$ cat config.mk
export PLATFORM = sky130hd
export DESIGN_NAME = regbank_wb_writer
export DESIGN_NICKNAME = d
export VERILOG_FILES = /design/src/rtl/regbank_wb_writer.sv
export SDC_FILE = /design/constraint.sdc
export NUM_CORES = 1
export LEC_CHECK = 0
export CORE_UTILIZATION = 62
export CTS_BUF_LIST = sky130_fd_sc_hd__clkbuf_4 sky130_fd_sc_hd__clkbuf_8 sky130_fd_sc_hd__clkbuf_16
export DETAILED_ROUTE_END_ITERATION = 10
export PLACE_DENSITY = 0.84
export SYNTH_ARGS = -nofsm -noshare
export SYNTH_HDL_FRONTEND = slang
export SYNTH_SLANG_ARGS = --single-unit
$ cat constraint.sdc
create_clock -name clk -period 4.5 [get_ports clk]
set_clock_uncertainty 0.1 [all_clocks]
set_input_delay 0.9 -clock clk [delete_from_list [all_inputs] [get_ports clk]]
set_output_delay 0.9 -clock clk [all_outputs]
set_load 0.01 [all_outputs]
$ cat src/rtl/regbank_wb_writer.sv
// rtl/regbank_wb_writer.sv - writeback queue feeding the register bank write port, with rs1/rs2 forwarding
module regbank_wb_writer #(
  parameter int DEPTH = 4,
  parameter int XLEN  = 32
) (
  input  logic                         clk,
  input  logic                         reset,
  input  logic                         flush,
  input  logic                         in_valid,
  output logic                         in_ready,
  input  logic [4:0]                   in_rd_addr,
  input  logic [XLEN-1:0]              in_data,
  output logic [4:0]                   rd_addr,
  output logic                         rd_we,
  output logic [XLEN-1:0]              rd_data_from_wb,
  input  logic [4:0]                   fwd_rs1_addr,
  input  logic [4:0]                   fwd_rs2_addr,
  output logic                         fwd_rs1_hit,
  output logic [XLEN-1:0]              fwd_rs1_data,
  output logic                         fwd_rs2_hit,
  output logic [XLEN-1:0]              fwd_rs2_data,
  output logic [$clog2(DEPTH+1)-1:0]   pending,
  output logic                         idle
);

  localparam int PW = $clog2(DEPTH);
  localparam int CW = $clog2(DEPTH+1);

  logic [4:0]      addr_q [DEPTH];
  logic [4:0]      addr_d [DEPTH];
  logic [XLEN-1:0] data_q [DEPTH];
  logic [XLEN-1:0] data_d [DEPTH];
  logic [PW-1:0]   head_q, head_d;
  logic [PW-1:0]   tail_q, tail_d;
  logic [CW-1:0]   count_q, count_d;
  logic            rd_we_q, rd_we_d;
  logic [4:0]      rd_addr_q, rd_addr_d;
  logic [XLEN-1:0] rd_data_q, rd_data_d;
  logic            push, pop;

  assign in_ready        = (count_q < CW'(DEPTH));
  assign rd_we           = rd_we_q;
  assign rd_addr         = rd_addr_q;
  assign rd_data_from_wb = rd_data_q;
  assign pending         = count_q;
  assign idle            = (count_q == '0) && !rd_we_q;

  // Next-state: flush clears the queue; otherwise pop the head into the output register
  // every cycle the queue is non-empty and enqueue accepted non-x0 results at the tail.
  always_comb begin
    addr_d    = addr_q;
    data_d    = data_q;
    head_d    = head_q;
    tail_d    = tail_q;
    count_d   = count_q;
    rd_we_d   = 1'b0;
    rd_addr_d = rd_addr_q;
    rd_data_d = rd_data_q;
    push      = 1'b0;
    pop       = 1'b0;
    if (flush) begin
      head_d  = '0;
      tail_d  = '0;
      count_d = '0;
    end else begin
      pop  = (count_q != '0);
      push = in_valid && in_ready && (in_rd_addr != 5'd0);
      if (pop) begin
        rd_we_d   = 1'b1;
        rd_addr_d = addr_q[head_q];
        rd_data_d = data_q[head_q];
        head_d    = head_q + PW'(1);
      end
      if (push) begin
        addr_d[tail_q] = in_rd_addr;
        data_d[tail_q] = in_data;
        tail_d         = tail_q + PW'(1);
      end
      count_d = count_q + CW'(push) - CW'(pop);
    end
  end

  // Control and output-register state, cleared by reset.
  always_ff @(posedge clk) begin
    if (reset) begin
      head_q    <= '0;
      tail_q    <= '0;
      count_q   <= '0;
      rd_we_q   <= 1'b0;
      rd_addr_q <= '0;
      rd_data_q <= '0;
    end else begin
      head_q    <= head_d;
      tail_q    <= tail_d;
      count_q   <= count_d;
      rd_we_q   <= rd_we_d;
      rd_addr_q <= rd_addr_d;
      rd_data_q <= rd_data_d;
    end
  end

  // Queue storage; contents only matter while counted, so no reset is needed.
  always_ff @(posedge clk) begin
    addr_q <= addr_d;
    data_q <= data_d;
  end

  // Forwarding: scan output register then queue oldest->youngest so the youngest match wins.
  always_comb begin
    fwd_rs1_hit  = 1'b0;
    fwd_rs1_data = '0;
    fwd_rs2_hit  = 1'b0;
    fwd_rs2_data = '0;
    if (rd_we_q && fwd_rs1_addr != 5'd0 && rd_addr_q == fwd_rs1_addr) begin
      fwd_rs1_hit  = 1'b1;
      fwd_rs1_data = rd_data_q;
    end
    if (rd_we_q && fwd_rs2_addr != 5'd0 && rd_addr_q == fwd_rs2_addr) begin
      fwd_rs2_hit  = 1'b1;
      fwd_rs2_data = rd_data_q;
    end
    for (int i = 0; i < DEPTH; i++) begin
      if (CW'(i) < count_q) begin
        if (fwd_rs1_addr != 5'd0 && addr_q[head_q + PW'(i)] == fwd_rs1_addr) begin
          fwd_rs1_hit  = 1'b1;
          fwd_rs1_data = data_q[head_q + PW'(i)];
        end
        if (fwd_rs2_addr != 5'd0 && addr_q[head_q + PW'(i)] == fwd_rs2_addr) begin
          fwd_rs2_hit  = 1'b1;
          fwd_rs2_data = data_q[head_q + PW'(i)];
        end
      end
    end
  end

endmodule
==> impl_metrics.tcl, run 1 <==
set metrics [dict create \
    die_w_um 150 \
    yosys.area.top_type "edfxtp_1" \
    tns_ns 0 \
    root_buffer "clkbuf_16" \
    maxSlewViolCount 0 \
    cp.required_ns 3.50 \
    rows 53 \
    hpwl_um 28200 \
    initial_utilization 0.640 \
    vias 12900 \
    path_cells "clkdlybuf4s50_1 -> nor4_2 -> buf_4 -> or3_1 -> a211oi_4 -> buf_6 -> buf_12 -> and3_1 -> o31ai_1 -> o211ai_1 -> dlygate4sd2_1" \
    diodes 0 \
    setup_viol 0 \
    place_congestion 1.01 \
    yosysUniqueCellTypes 55 \
    ys_warn_count 0 \
    fp.coreArea_um2 21300 \
    synth.most_common_cell "edfxtp_1" \
    fin_nets 1500 \
    pwr_density_cell_nw_per_um2 413 \
    cts.clk_slew.worst_paths_ns 0.08 \
    ys_seq_area_frac 0.392 \
    routed_wl_um 45800 \
    grt_pass1_wl_um 70400 \
    period_needed_ns 4.48 \
    syn_area_um2 13600 \
    worstMarginPinSlew_ns 1.19 \
    violations "DRC" \
    grt_max_degree 77 \
    drc 2 \
    fin_area_um2 16800 \
    area_growth_pct 23.2 \
    drv_cap 0 \
    synth_top_area_frac 0.326 \
    synth-xor-area-share 0.0332 \
    viasPerCell 7.49 \
    synthAdderAreaFrac 0.00881 \
    ys_ff_latch 193 \
    cts_tree "built" \
    status "complete, but fails checks" \
    drt_iter0_markers 1838 \
    wire_per_inst_um 26.5 \
    h-tree-depth 4 \
    synthFlopType "edfxtp_1" \
    synthTopCellsByArea "edfxtp_1 (33%), mux4_2 (14%), dfxtp_1 (6.6%)" \
    first_pass_iters 11 \
    leakagePower_nw 5.78 \
    drive_above_1_share 0.236 \
    die_h_um 150 \
    synth_top_family_by_area "multiplexers" \
    synthTopCellsByCount "edfxtp_1 (148), a21oi_1 (121), nand2_1 (112)" \
    synthMuxAreaShare 0.209 \
    ys_async_sr_fraction 0 \
    worstSetupEndpointType "primary output" \
    portBuffers 159 \
    hold_class "register to register" \
    antenna_found_initial 1 \
    syn_inst 1294 \
    ioPinCount 160 \
    place_area_um2 16000 \
    peakVddDrop_mv 0.330 \
    fp.dieArea_um2 22600 \
    final-hold-violation-count 0 \
    cts_hold_buf 0 \
    clock_path_buffers 2 \
    timing.critical_path.slowest_cell_delay_ns 0.51 \
    numClockSinks 193 \
    cts_buffers 17 \
    synth_compound_area_frac 0.158 \
    slowest_stage "clkdlybuf4s50_1" \
    criticalPathCategory "primary input to primary output" \
    ant_nets 0 \
    cp.arrival_ns 3.48 \
    min_period_over_period 0.996 \
    grt.overflow.total 0 \
    grt_usage 0.415 \
    synth_edf_count 148 \
    synth_fp_nets 1354 \
    fmax_ghz 0.223 \
    crit_path_max_fanout 15 \
    synth_area_per_cell_um2 10.5 \
    yosys.area_share.simple 0.145 \
    whs_ns 0.393 \
    start_kind "primary input" \
    clock_latency_ns 0.46 \
    grt_pass1_vias 12800 \
    slew_headroom 0.206 \
]
worst paths after layout:
check / start / end / slack [ns] / depth (start not counted)
worst max-delay path: fwd_rs1_addr[0] / fwd_rs1_data[18] / 0.02 / 11
worst min-delay path: rd_data_from_wb[31]$_SDFFE_PP0P_ / rd_data_from_wb[31]$_SDFFE_PP0P_ / 0.39 / 2
worst max register to register: pending[2]$_SDFF_PP0_ / data_q[106]$_DFFE_PP_ / 1.93 / 4
worst min register to register: rd_data_from_wb[31]$_SDFFE_PP0P_ / rd_data_from_wb[31]$_SDFFE_PP0P_ / 0.39 / 2
layer usage:
| metal | GRT usage | up-vias | wire length (um) |
|---|---|---|---|
| li1 | - | 5322 | - |
| met1 | 0.532 | 6091 | 15800 |
| met2 | 0.633 | 1200 | 21000 |
| met3 | 0.125 | 334 | 6560 |
| met4 | 0.223 | 0 | 2440 |
| met5 | 0 | - | 0 |
through the flow:
stage / setup slack [ns] / total power, mW / cells / util
5_1_grt: -0.0112 / 7.16 / 1728 / 0.789
4_1_cts: 0.0000653 / 6.78 / 1723 / 0.786
6_report: 0.0196 / 6.94 / 1728 / 0.789
2_1_floorplan: 0.709 / 4.15 / 1294 / -
3_3_place_gp: -0.309 / 5.18 / 1684 / 0.751
3_5_place_dp: -0.288 / 5.26 / 1684 / 0.751
what timing repair did:
item,CTS,global route
pin swaps,17,27
gates cloned,3,1
buffers inserted,4,5
resized for setup,101,47
setup endpoints to repair,66,51
critical path, delay by kind of cell:
kind                   cells  cell delay (ns)
AOI/OAI and AO/OA          3             0.64
buffers and inverters      5             1.31
and+or+nand+nor            3             0.61
flip-flops by register name (all words and copies together), names as in the netlist:
signal           flops
head_q               2
rd_addr              5
rd_we                1
tail_q               2
rd_data_from_wb     32
data_q             128
pending              3
addr_q              20
cell families (layout without fill, tap and decap cells):
kind of cell / Yosys count / in the layout
DFF: 193 / 193
buffers and inverters: 148 / 307
AOI/OAI and AO/OA: 313 / 313
adders and majority gates: 9 / 9
xor gates and xnor gates: 50 / 50
and+or+nand+nor: 405 / 405
muxes: 176 / 176
area by class of cell:
class	count	area [um2]
Tap cell	275	344
Multi-Input combinational cell	953	7740
Clock buffer	17	425
Fill cell	1272	4490
Timing Repair Buffer	264	2730
Inverter	11	41.3
Sequential cell	193	5350
Clock inverter	15	164
placed cells by master, fill, tap and decap left out, types with 16 or more instances in the layout:
cell type	synthesis	final
xor2_1	24	23
or3_1	34	34
a21oi_1	121	119
or2_2	16	16
and3_1	33	33
nor3_1	16	16
clkbuf_16	0	18
dlygate4sd2_1	0	32
clkdlybuf4s50_1	0	92
dfxtp_1	45	43
edfxtp_1	148	148
nand3_1	41	41
nand4_1	34	34
xnor2_1	24	22
buf_12	0	27
nand2_1	112	112
o211ai_1	33	33
mux4_2	84	84
buf_4	15	70
a221oi_1	32	31
nor2_1	93	92
mux2_2	33	33
mux2i_1	59	59
o31ai_1	61	57
where the power goes:
| group | switching, mW | leakage [nW] | internal [mW] | total, mW |
|---|---|---|---|---|
| Clock | 0.786 | 0.285 | 0.744 | 1.53 |
| Sequential | 0.209 | 1.71 | 2.10 | 2.31 |
| Combinational | 1.78 | 3.78 | 1.32 | 3.10 |
| Total | 2.77 | 5.78 | 4.17 | 6.94 |
Power figures use the tool's default switching activity.
==> inputs of run 2 (changes only) <==
- CORE_UTILIZATION: 62 -> 40
- PLACE_DENSITY: 0.84 -> 0.57
==> run 2 against run 1 <==
Compared with the run above: the run now ends clean; register-to-register slack improved by 0.03 ns; fmax hardly changed; sequential share of layout area down 1.7 points; non-clock buffer count increased by 66; hold slack improved by 0.00062 ns; critical path depth unchanged; flip-flop and latch count unchanged; die area grew 54%; sequential power hardly changed; count of clock-buffer cells in the layout unchanged; combinational power up 6%; critical path type is now register to primary output; critical endpoint is now fwd_rs2_data[11].
==> impl_metrics.tcl, run 2 (synthesis gave the netlist of run 1 again) <==
set metrics [dict create \
    worstSetupEndpointType "primary output" \
    p_sw_mw 2.76 \
    ff_latch_area_um2 5350 \
    pwr_density_cell_nw_per_um2 410 \
    fp.coreArea_um2 33500 \
    place_congestion 0.878 \
    crit_path_max_fanout 17 \
    viasPerCell 6.24 \
    worstMarginPinSlew_ns 1.11 \
    fillers 2973 \
    multi_input_area_um2 7870 \
    rows 67 \
    drt_iter0_markers 1170 \
    cts_tree "built" \
    tns_ns 0 \
    grt_max_degree 100 \
    start_kind "register" \
    hpwl_um 31300 \
    area_growth_pct 30.2 \
    clock_path_buffers 2 \
    first_pass_iters 6 \
    peakVddDrop_mv 0.329 \
    leakagePower_nw 6.17 \
    drc 0 \
    grt_usage 0.273 \
    max_flop_register "data_q" \
    cts.clk_slew.worst_paths_ns 0.07 \
    cts_buffers 17 \
    p_int_mw 4.53 \
    h-tree-depth 4 \
    setup_viol 0 \
    status "complete, no violations" \
    rsz0062_at_grt "yes" \
    mostFrequentLayoutCells "edfxtp_1 (148), buf_4 (130), a21oi_1 (120)" \
    min_period_over_period 0.995 \
    root_buffer "clkbuf_16" \
    final_util 0.529 \
    ioPinCount 160 \
    hold_class "register to register" \
    timing.critical_path.slowest_cell_delay_ns 0.53 \
    portBuffers 159 \
    fp.dieArea_um2 34800 \
    die_h_um 187 \
    switching_share 0.378 \
    setup_slack_ns 0.0222 \
    ant_nets 0 \
    preCtsSetupSlack_ns -0.421 \
    slew_headroom 0.261 \
    final-hold-violation-count 0 \
    largest_register_ffs 128 \
    grt_pass1_vias 12300 \
    vias 12300 \
    layout_commonest_cell "edfxtp_1" \
    p_clk_frac 0.232 \
    initial_utilization 0.406 \
    path_cells "buf_12 -> mux4_2 -> or3_4 -> a211oi_4 -> buf_4 -> and2_4 -> buf_4 -> buf_12 -> a221oi_1 -> o31ai_1 -> dlygate4sd2_1" \
    die_w_um 187 \
    place_area_um2 16400 \
    cp.required_ns 3.50 \
    wire_per_inst_um 24.1 \
    fin_nets 1566 \
    seqPwrFrac 0.317 \
    slowest_stage "mux4_2" \
    clock_latency_ns 0.46 \
    drive_above_1_share 0.284 \
    numClockSinks 193 \
    grt_pass1_wl_um 72900 \
    regToRegSetupSlack_ns 1.96 \
    grt.overflow.total 0 \
    cp.arrival_ns 3.48 \
    fin_area_um2 17700 \
    fmax_ghz 0.223 \
    routed_wl_um 47500 \
    pwr-share-comb 0.450 \
    period_needed_ns 4.48 \
    maxSlewViolCount 0 \
    drv_cap 0 \
    antenna_found_initial 0 \
    criticalPathCategory "register to primary output" \
]
run 2: path summary, 6_finish.rpt:
kind	endpoint	from	cells after the start
worst max register to register	data_q[52]$_DFFE_PP_	pending[2]$_SDFF_PP0_	5
worst min register to register	rd_data_from_wb[15]$_SDFFE_PP0P_	rd_data_from_wb[15]$_SDFFE_PP0P_	2
worst min-delay path	rd_data_from_wb[15]$_SDFFE_PP0P_	rd_data_from_wb[15]$_SDFFE_PP0P_	2
worst max-delay path	fwd_rs2_data[11]	head_q[0]$_SDFFE_PP0N_	11
run 2: metal layers:
layer / global-route usage / up-vias / part of all wire
met5: 0 / - / 0
met4: 0.105 / 0 / 0.027
met3: 0.0528 / 89 / 0.083
met2: 0.439 / 622 / 0.47
met1: 0.363 / 6114 / 0.42
li1: - / 5455 / -
run 2: repair_timing:
action                                  in CTS  in global routing
buffers inserted                            37                 17
hold buffers                                 0                  0
gates resized for setup                    137                 43
pin swaps                                   28                 26
hold endpoints to repair                     0                  0
cloned                                       3                  0
endpoints found under the setup margin      66                 48
run 2: area by class of cell:
type / instances / share of cell area
Multi-Input combinational cell: 953 / 0.443
Sequential cell: 193 / 0.302
Timing Repair Buffer: 330 / 0.185
Tap cell: 448 / 0.0316
Clock buffer: 17 / 0.0240
Clock inverter: 15 / 0.0125
Inverter: 11 / 0.00233
Antenna cell: 1 / 0.000141
run 2: critical path, delay by kind of cell, from the launching register on:
family                 cells  cell delay, ns
AND/OR/NAND/NOR            2            0.51
flip-flops                 1            0.39
buffers and inverters      5            0.86
AO/OA/AOI/OAI              3            0.71
multiplexers               1            0.53
run 2: metrics by stage:
step	instances	power, mW	hold slack, ns
floorplan	1294	4.15	0.404
global placement	1878	5.32	0.384
detailed placement	1878	5.35	0.385
CTS	1950	7.22	0.396
global route	1967	7.61	0.413
finish	1968	7.28	0.394
run 2: power groups by stage:
stage	Combinational [mW]	Clock [mW]	Sequential (mW)
CTS	3.18	1.73	2.31
global placement	2.96	0	2.36
floorplan	1.84	0	2.31
global route	3.49	1.79	2.33
detailed placement	2.98	0	2.36
finish	3.28	1.69	2.31
